**src/rtl/auto_transition.sv**
```systemverilog
// Auto-take controller: ramps a virtual T-bar position toward the A end (0) or the B end (all-ones).
// Optional freeze input is compiled in only when AUTO_TRANS_PAUSE_EN is defined.
module auto_transition #(
    parameter int MIX_W = 10,
    parameter int DIV_W = 16
) (
    input  logic             clk,
    input  logic             rst,
    input  logic             trig_a,
    input  logic             trig_b,
    input  logic [MIX_W-1:0] tbar,
    input  logic [DIV_W-1:0] div,
    input  logic [MIX_W-1:0] step,
    input  logic             pause,
    output logic [MIX_W-1:0] mix_val,
    output logic             busy,
    output logic             done,
    output logic             aborted,
    output logic             dir,
    output logic [1:0]       state
);

    typedef enum logic [1:0] {
        SYNC = 2'b00,
        IDLE = 2'b01,
        RUN  = 2'b11,
        DONE = 2'b10
    } state_t;

    localparam logic [MIX_W-1:0] MIX_MAX  = {MIX_W{1'b1}};
    localparam logic [MIX_W-1:0] MIX_ZERO = {MIX_W{1'b0}};
    localparam logic [DIV_W-1:0] DIV_ZERO = {DIV_W{1'b0}};
    localparam logic [DIV_W-1:0] DIV_ONE  = {{(DIV_W-1){1'b0}}, 1'b1};

    state_t           state_r;
    state_t           state_nxt_s;
    logic [MIX_W-1:0] pos_r;
    logic [MIX_W-1:0] pos_nxt_s;
    logic [MIX_W-1:0] tbar_q_r;
    logic [DIV_W-1:0] presc_r;
    logic [DIV_W-1:0] presc_nxt_s;
    logic             dir_r;
    logic             dir_nxt_s;
    logic             abort_nxt_s;
    logic             valid_trig_s;
    logic             tbar_chg_s;
    logic             freeze_s;
    logic [MIX_W-1:0] target_s;
    logic [MIX_W-1:0] stepped_s;

    // Move p by max(s,1) toward the chosen end, saturating at that end.
    function automatic logic [MIX_W-1:0] advance(
        input logic [MIX_W-1:0] p,
        input logic [MIX_W-1:0] s,
        input logic             to_b
    );
        logic [MIX_W:0] s_eff;
        logic [MIX_W:0] sum;
        s_eff = (s == MIX_ZERO) ? {{MIX_W{1'b0}}, 1'b1} : {1'b0, s};
        if (to_b) begin
            sum = {1'b0, p} + s_eff;
            if (sum >= {1'b0, MIX_MAX}) begin
                advance = MIX_MAX;
            end else begin
                advance = sum[MIX_W-1:0];
            end
        end else begin
            if ({1'b0, p} <= s_eff) begin
                advance = MIX_ZERO;
            end else begin
                sum     = {1'b0, p} - s_eff;
                advance = sum[MIX_W-1:0];
            end
        end
    endfunction

    assign valid_trig_s = trig_a ^ trig_b;
    assign tbar_chg_s   = (tbar != tbar_q_r);
    assign target_s     = dir_r ? MIX_MAX : MIX_ZERO;
    assign stepped_s    = advance(pos_r, step, dir_r);

`ifdef AUTO_TRANS_PAUSE_EN
    assign freeze_s = pause;
`else
    logic unused_pause_s;
    assign unused_pause_s = pause;
    assign freeze_s       = 1'b0;
`endif

    // Next-state, position, direction and prescaler decisions.
    always_comb begin
        state_nxt_s = state_r;
        pos_nxt_s   = pos_r;
        dir_nxt_s   = dir_r;
        presc_nxt_s = presc_r;
        abort_nxt_s = 1'b0;
        case (state_r)
            SYNC: begin
                pos_nxt_s   = tbar;
                state_nxt_s = IDLE;
            end
            IDLE: begin
                if (valid_trig_s) begin
                    dir_nxt_s   = trig_b;
                    presc_nxt_s = DIV_ZERO;
                    if (pos_r == (trig_b ? MIX_MAX : MIX_ZERO)) begin
                        state_nxt_s = DONE;
                    end else begin
                        state_nxt_s = RUN;
                    end
                end else if (tbar_chg_s) begin
                    pos_nxt_s = tbar;
                end else begin
                    state_nxt_s = IDLE;
                end
            end
            RUN: begin
                if (tbar_chg_s && !valid_trig_s) begin
                    pos_nxt_s   = tbar;
                    abort_nxt_s = 1'b1;
                    state_nxt_s = IDLE;
                end else if (valid_trig_s && (trig_b != dir_r)) begin
                    // Reversal keeps the prescaler phase; the new heading applies at the next tick.
                    dir_nxt_s = trig_b;
                    if (pos_r == (trig_b ? MIX_MAX : MIX_ZERO)) begin
                        state_nxt_s = DONE;
                    end else begin
                        state_nxt_s = RUN;
                    end
                end else if (freeze_s) begin
                    state_nxt_s = RUN;
                end else if (presc_r == div) begin
                    presc_nxt_s = DIV_ZERO;
                    pos_nxt_s   = stepped_s;
                    if (stepped_s == target_s) begin
                        state_nxt_s = DONE;
                    end else begin
                        state_nxt_s = RUN;
                    end
                end else begin
                    presc_nxt_s = presc_r + DIV_ONE;
                end
            end
            DONE: begin
                state_nxt_s = IDLE;
            end
            default: begin
                state_nxt_s = SYNC;
            end
        endcase
    end

    // State, position and registered status outputs.
    always_ff @(posedge clk) begin
        if (rst) begin
            state_r  <= SYNC;
            pos_r    <= MIX_ZERO;
            tbar_q_r <= MIX_ZERO;
            presc_r  <= DIV_ZERO;
            dir_r    <= 1'b0;
            busy     <= 1'b0;
            done     <= 1'b0;
            aborted  <= 1'b0;
        end else begin
            state_r  <= state_nxt_s;
            pos_r    <= pos_nxt_s;
            tbar_q_r <= tbar;
            presc_r  <= presc_nxt_s;
            dir_r    <= dir_nxt_s;
            busy     <= (state_nxt_s == RUN);
            done     <= (state_nxt_s == DONE);
            aborted  <= abort_nxt_s;
        end
    end

    assign mix_val = pos_r;
    assign dir     = dir_r;
    assign state   = state_r;

endmodule
```
**config.mk**
```make
export PLATFORM = sky130hd
export DESIGN_NAME = auto_transition
export DESIGN_NICKNAME = d
export VERILOG_FILES = /design/src/rtl/auto_transition.sv
export SDC_FILE = /design/constraint.sdc
export NUM_CORES = 1
export LEC_CHECK = 0
export CORE_MARGIN = 4
export CORE_UTILIZATION = 55
export CTS_CLUSTER_DIAMETER = 30
export DETAILED_ROUTE_END_ITERATION = 16
export DONT_BUFFER_PORTS = 1
export PLACE_DENSITY = 0.74
export SETUP_SLACK_MARGIN = 0.05
export SYNTH_ARGS = -nofsm -noshare
export SYNTH_HDL_FRONTEND = slang
export SYNTH_SLANG_ARGS = --single-unit
export TNS_END_PERCENT = 1
```
**constraint.sdc**
```tcl
create_clock -name clk -period 3.1 [get_ports clk]
set_input_delay 0.62 -clock clk [delete_from_list [all_inputs] [get_ports clk]]
set_output_delay 0.62 -clock clk [all_outputs]
set_load 0.01 [all_outputs]
```
======== After elaboration in Yosys (flattened, before gate mapping) ========
Cells that the tools add are included.
storage, ports and cells
  register bits ........................... 42
  logic and storage cells ................. 75
operators by class
  add/sub/neg operators ................... 3
  order comparisons ....................... 2
  equal/unequal tests ..................... 18
  muxes and demuxes ....................... 30
  bitwise gates (word level) .............. 2
  reduce and logical (&&, ||, !) cells .... 12
operators by type and width
  operator                                                                               count
  10-bit two-way mux                                                                     11
  16-bit two-way mux                                                                     4
  16-bit case mux with 2 select lines                                                    1
  10-bit case mux with 3 select lines                                                    1
  10-bit == test                                                                         2
  16-bit by 1-bit adder with 16-bit output, second input constant                        1
  16-bit == test                                                                         1
  2-bit != test, second input constant                                                   6
  10-bit by 10-bit adder with 11-bit output                                              1
  11-bit by 10-bit greater-or-equal comparator with 1-bit output, second input constant  1
  10-bit <= comparator                                                                   1
  10-bit logical NOT                                                                     1
  2-bit two-way mux                                                                      5
  10-bit != test                                                                         1
  10-bit subtractor                                                                      1
  2-bit == test, second input constant                                                   4
  4-bit AND reduction                                                                    2
  1-bit two-way mux                                                                      6
  3-bit != test, second input constant                                                   2
  2-bit case mux with 3 select lines                                                     1
  5-bit AND reduction                                                                    1
  2-bit OR reduction                                                                     2
  3-bit nonzero test                                                                     1
  2-bit by 1-bit == test with 1-bit output, second input constant                        1
  other kinds (8)                                                                        9

======== Depth between registers and ports, before layout ========
  depth in word-level cells ............... 13
  depth in mapped cells ................... 13
  gate-level depth less buffers ........... 13

======== Worst setup path before layout ========
Ideal clock, no wire load.
  kind .................................... in2reg
  start ................................... in step[6]
  end ..................................... reg state_r[0], in the netlist state[0]
  arrival ................................. 3.193 ns
  data required time ...................... 2.984 ns
  setup slack ............................. -0.208 ns
  stages on the path ...................... 13
  path through ............................ nor4_1 -> a41o_1 -> ha_1 -> inv_1 -> fa_1 -> a211oi_2 -> o32ai_1 -> or2_4 -> and3_4 -> o21a_1 -> nor4_2 -> o221ai_2 -> and3b_1
on the way
  word-level cells in the longest chain between the ends .. 12
  elaborated cells on any way between the ends .. 15
RTL lines
  what                                                            line  source
  start: declaration                                              13    input logic [MIX_W-1:0] step,
  10-bit logical NOT                                              59    s_eff = (s == MIX_ZERO) ? {{MIX_W{1'b0}}, 1'b1} : {1'b0, s};
  10-bit two-way mux (*)                                          59
  10-bit by 10-bit adder with 11-bit output                       61    sum = {1'b0, p} + s_eff;
  11-bit by 10-bit greater-or-equal comparator with 1-bit output  62    if (sum >= {1'b0, MIX_MAX}) begin
  10-bit two-way mux                                              62
  10-bit two-way mux (*)                                          60    if (to_b) begin
  10-bit == test (*)                                              135   if (stepped_s == target_s) begin
  1-bit two-way mux (*)                                           135
  2-bit two-way mux (*)                                           132   end else if (presc_r == div) begin
  2-bit two-way mux (*)                                           122   end else if (valid_trig_s && (trig_b != dir_r)) begin
  2-bit two-way mux (*)                                           118   if (tbar_chg_s && !valid_trig_s) begin
  2-bit case mux with 3 select lines (*)                          97    case (state_r)
  end signal: assignment                                          165   state_r <= state_nxt_s;
  end: declaration                                                35    state_t state_r;
Every way passes the cells marked *; elsewhere a longest branch is shown, timed or not.
A chain may end at the register's enable or synchronous reset.

======== Worst setup path in the final report ========
  start ................................... in step[6]
  end ..................................... reg pos_r[6], in the netlist mix_val[6]
on the way
  word-level cells in the longest chain between the ends .. 10
  elaborated cells on any way between the ends .. 13
RTL lines
  what                                                            line  source
  10-bit logical NOT                                              59
  10-bit two-way mux (*)                                          59
  10-bit by 10-bit adder with 11-bit output                       61
  11-bit by 10-bit greater-or-equal comparator with 1-bit output  62
  10-bit two-way mux                                              62
  10-bit two-way mux (*)                                          60
  10-bit two-way mux (*)                                          132
  10-bit two-way mux (*)                                          122
  10-bit two-way mux (*)                                          118
  10-bit case mux with 3 select lines (*)                         97
  end signal: assignment                                          166   pos_r <= pos_nxt_s;
  end: declaration                                                37    logic [MIX_W-1:0] pos_r;
Every way passes the cells marked *; elsewhere a longest branch is shown, timed or not. The select of a mux whose other input is x is not followed.

==> reports/results.tsv <==
metric	value	unit
cts.clk_slew.worst_paths	0.08	ns
grt_max_degree	28	
cts-root-buf	clkbuf_8	
die_h	87.31	um
synth.top_cell.area_share	24.30	%
post-route-min-period	3.366	ns
grt_overflow	0	
finalClockSkew	0.008966	ns
worst_setup_path_start_kind	input port	
cp_common_cell	buf_4	
pre_cts_ws	-0.7611	ns
synth_nets	472	
pin_count	57	
coreArea	6026	um^2
syn_to_final_growth	13.78	%
hold_path.class	in2reg	
place_area	3684	um^2
required	3.31	ns
end_kind	register	
std_cell_rows	28	
peakVddDrop	0.3384	mV
yosysTopAreaCell	dfxtp_1	
layout_setup_ws	-0.2658	ns
critPathSlowestCell	o41ai_4	
cts_hold_buf	0	
synth_most_common_cell	dfxtp_1	
n_antenna_cell	0	
place_congestion	0.8795	
hold_path_depth	1	
cpPeakStageDelay	0.44	ns
initial_utilization	57.41	%
grt_pass1_wl	14860	um
drt_iter0_markers	182	
hold_viol_final	0	
ys_types	69	
synth_ff_type	dfxtp_1	
syn_area	3460	um^2
viasPerCell	6.106	
first_pass_iters	4	
synth_edf_count	0	
htreeDepth	2	
slew_headroom	56.92	%
routed_wire_length_per_instance	18.68	um
ys_top_cells_by_count	dfxtp_1, nor2_1, xor2_1	
clock_sinks	42	
final_nets	488	
setup_viol	12	
grt_usage	25.06	%
synth_cells	407	
n_fill_cell	501	
r2r_cells	12	
die_area	7623	um^2
violations	negative setup slack	
yosysSeqAreaShare	24.30	%
die_width	87.31	um
rsz0062_at_grt	true	
fin_crit_sh	108.6	%
cp_cell_sequence	nor4_4 -> buf_4 -> a41o_4 -> ha_4 -> inv_2 -> fa_2 -> o21bai_1 -> a21oi_2 -> nand2b_4 -> a31oi_4 -> xor2_1 -> buf_4 -> o41ai_4 -> a21boi_4 -> a211oi_2	
cts_buffer_depth	2	
drv_slew	0	
stdcell_area	3936	um^2
grt_antenna_before_repair	0	
post-dp-hpwl	7023	um
power.leakage	0.001623	uW
max_freq	297.1	MHz
ant_nets	0	
worst-path-max-fanout	6	
synth_area_leaders	dfxtp_1, ha_1, xor2_1	
max-cap-violations	0	
tightestPinTransition	0.6448	ns
yosysWarningCount	0	
numCtsBuffers	5	
wl	9322	um
drive_gt1_share	22.64	%
outcome	complete, but fails checks	
grt_pass1_vias	3012	
synthArstFlopShare	0	%
synth-seq-cells	42	
avgSynthCellArea	8.500	um^2
powerDensity	397.8	nW/um^2
drc_errors	0	
insertion_delay	0.30	ns
cts_tree	built	
routed-via-count	3047	
worstPathArrival	3.58	ns
crit_type	in2reg	
portBuffers	0	
-- state kept, by name, summed over array words and instances (netlist names) --
| register | cells |
|---|---|
| presc_r | 16 |
| mix_val | 10 |
| tbar_q_r | 10 |
| state | 2 |
| aborted | 1 |
| busy | 1 |
| dir | 1 |
| done | 1 |
-- timing repair --
action,CTS,global route
setup endpoints to repair,13,13
buffers inserted,1,0
resized for setup,16,8
pin swaps,8,6
-- path summary, 6_finish.rpt --
path / startpoint / slack, ns / endpoint
worst max register to register: mix_val[0]$_SDFFE_PP0P_ / 0.18 / mix_val[6]$_SDFFE_PP0P_
worst max-delay path: step[6] / -0.27 / mix_val[6]$_SDFFE_PP0P_
worst min register to register: presc_r[15]$_SDFFE_PP0P_ / 0.54 / presc_r[15]$_SDFFE_PP0P_
worst min-delay path: rst / 0.39 / dir$_SDFFE_PP0P_
-- worst max-delay path, delay by kind of cell --
family	cells	cell delay, ns
AOI/OAI and AO/OA	7	1.54
xor gates and xnor gates	1	0.12
and+or+nand+nor	2	0.45
adders and majority gates	2	0.48
buffers and inverters	3	0.35
-- area by class of cell --
type | instances | area [um^2] | share of cell area [%]
clock inverter | 2 | 12.51 | 0.3179
multi-input combinational | 312 | 2539 | 64.49
timing repair buffer | 36 | 270.3 | 6.866
inverter | 26 | 97.59 | 2.479
clock buffer | 6 | 82.58 | 2.098
tap | 75 | 93.84 | 2.384
sequential | 42 | 840.8 | 21.36
-- per-layer routing --
metal  vias to the layer above  wire length [um]  track usage, %
met5                         -                 0               0
met2                       137              4467           41.37
met4                         0               217           8.229
met3                        17               721           5.203
li1                       1443                 -               -
met1                      1450              3915           32.43
-- through the flow --
step	setup TNS, ns	power (uW)	hold slack (ns)	util [%]	cells
final	-2.410	1566	0.3858	65.32	499
after global routing	-3.232	1646	0.3714	65.32	499
after CTS	-1.856	1534	0.3824	64.41	499
after detailed placement	-8.670	1141	0.5169	61.13	490
after global placement	-7.825	1131	0.5185	61.13	490
after floorplan	-0.9850	992.4	0.4984	-	407
-- cell usage in the layout (no fill, tap or decap), types with 6 or more instances in the layout --
master and instances:
a211oi_2 8, a21oi_1 16, and3_1 11, buf_4 36, clkbuf_8 6, dfxtp_1 42
ha_1 20, inv_1 23, nand2_1 15, nand2b_1 6, nand3_1 10, nand4_1 8
nor2_1 41, nor2b_1 15, nor3_1 6, nor4_1 8, xnor2_1 29, xor2_1 29
-- kinds of logic (layout without fill, tap and decap cells) --
family,count (synthesis),after routing,synth area share (%)
and+or+nand+nor,142,142,22.32
AOI/OAI and AO/OA,84,84,21.56
xor gates and xnor gates,59,59,14.94
buffers and inverters,53,70,6.908
DFF,42,42,24.30
adders and majority gates,24,24,9.114
muxes,3,3,0.8680
-- where the power goes --
group / switching [uW] / total, uW / leakage, uW / internal, uW
logic: 335 / 603 / 0.00123 / 268
clock network: 190 / 369 / 0.0000472 / 179
registers: 31.0 / 594 / 0.000345 / 563
Power figures use the tool's default switching activity.
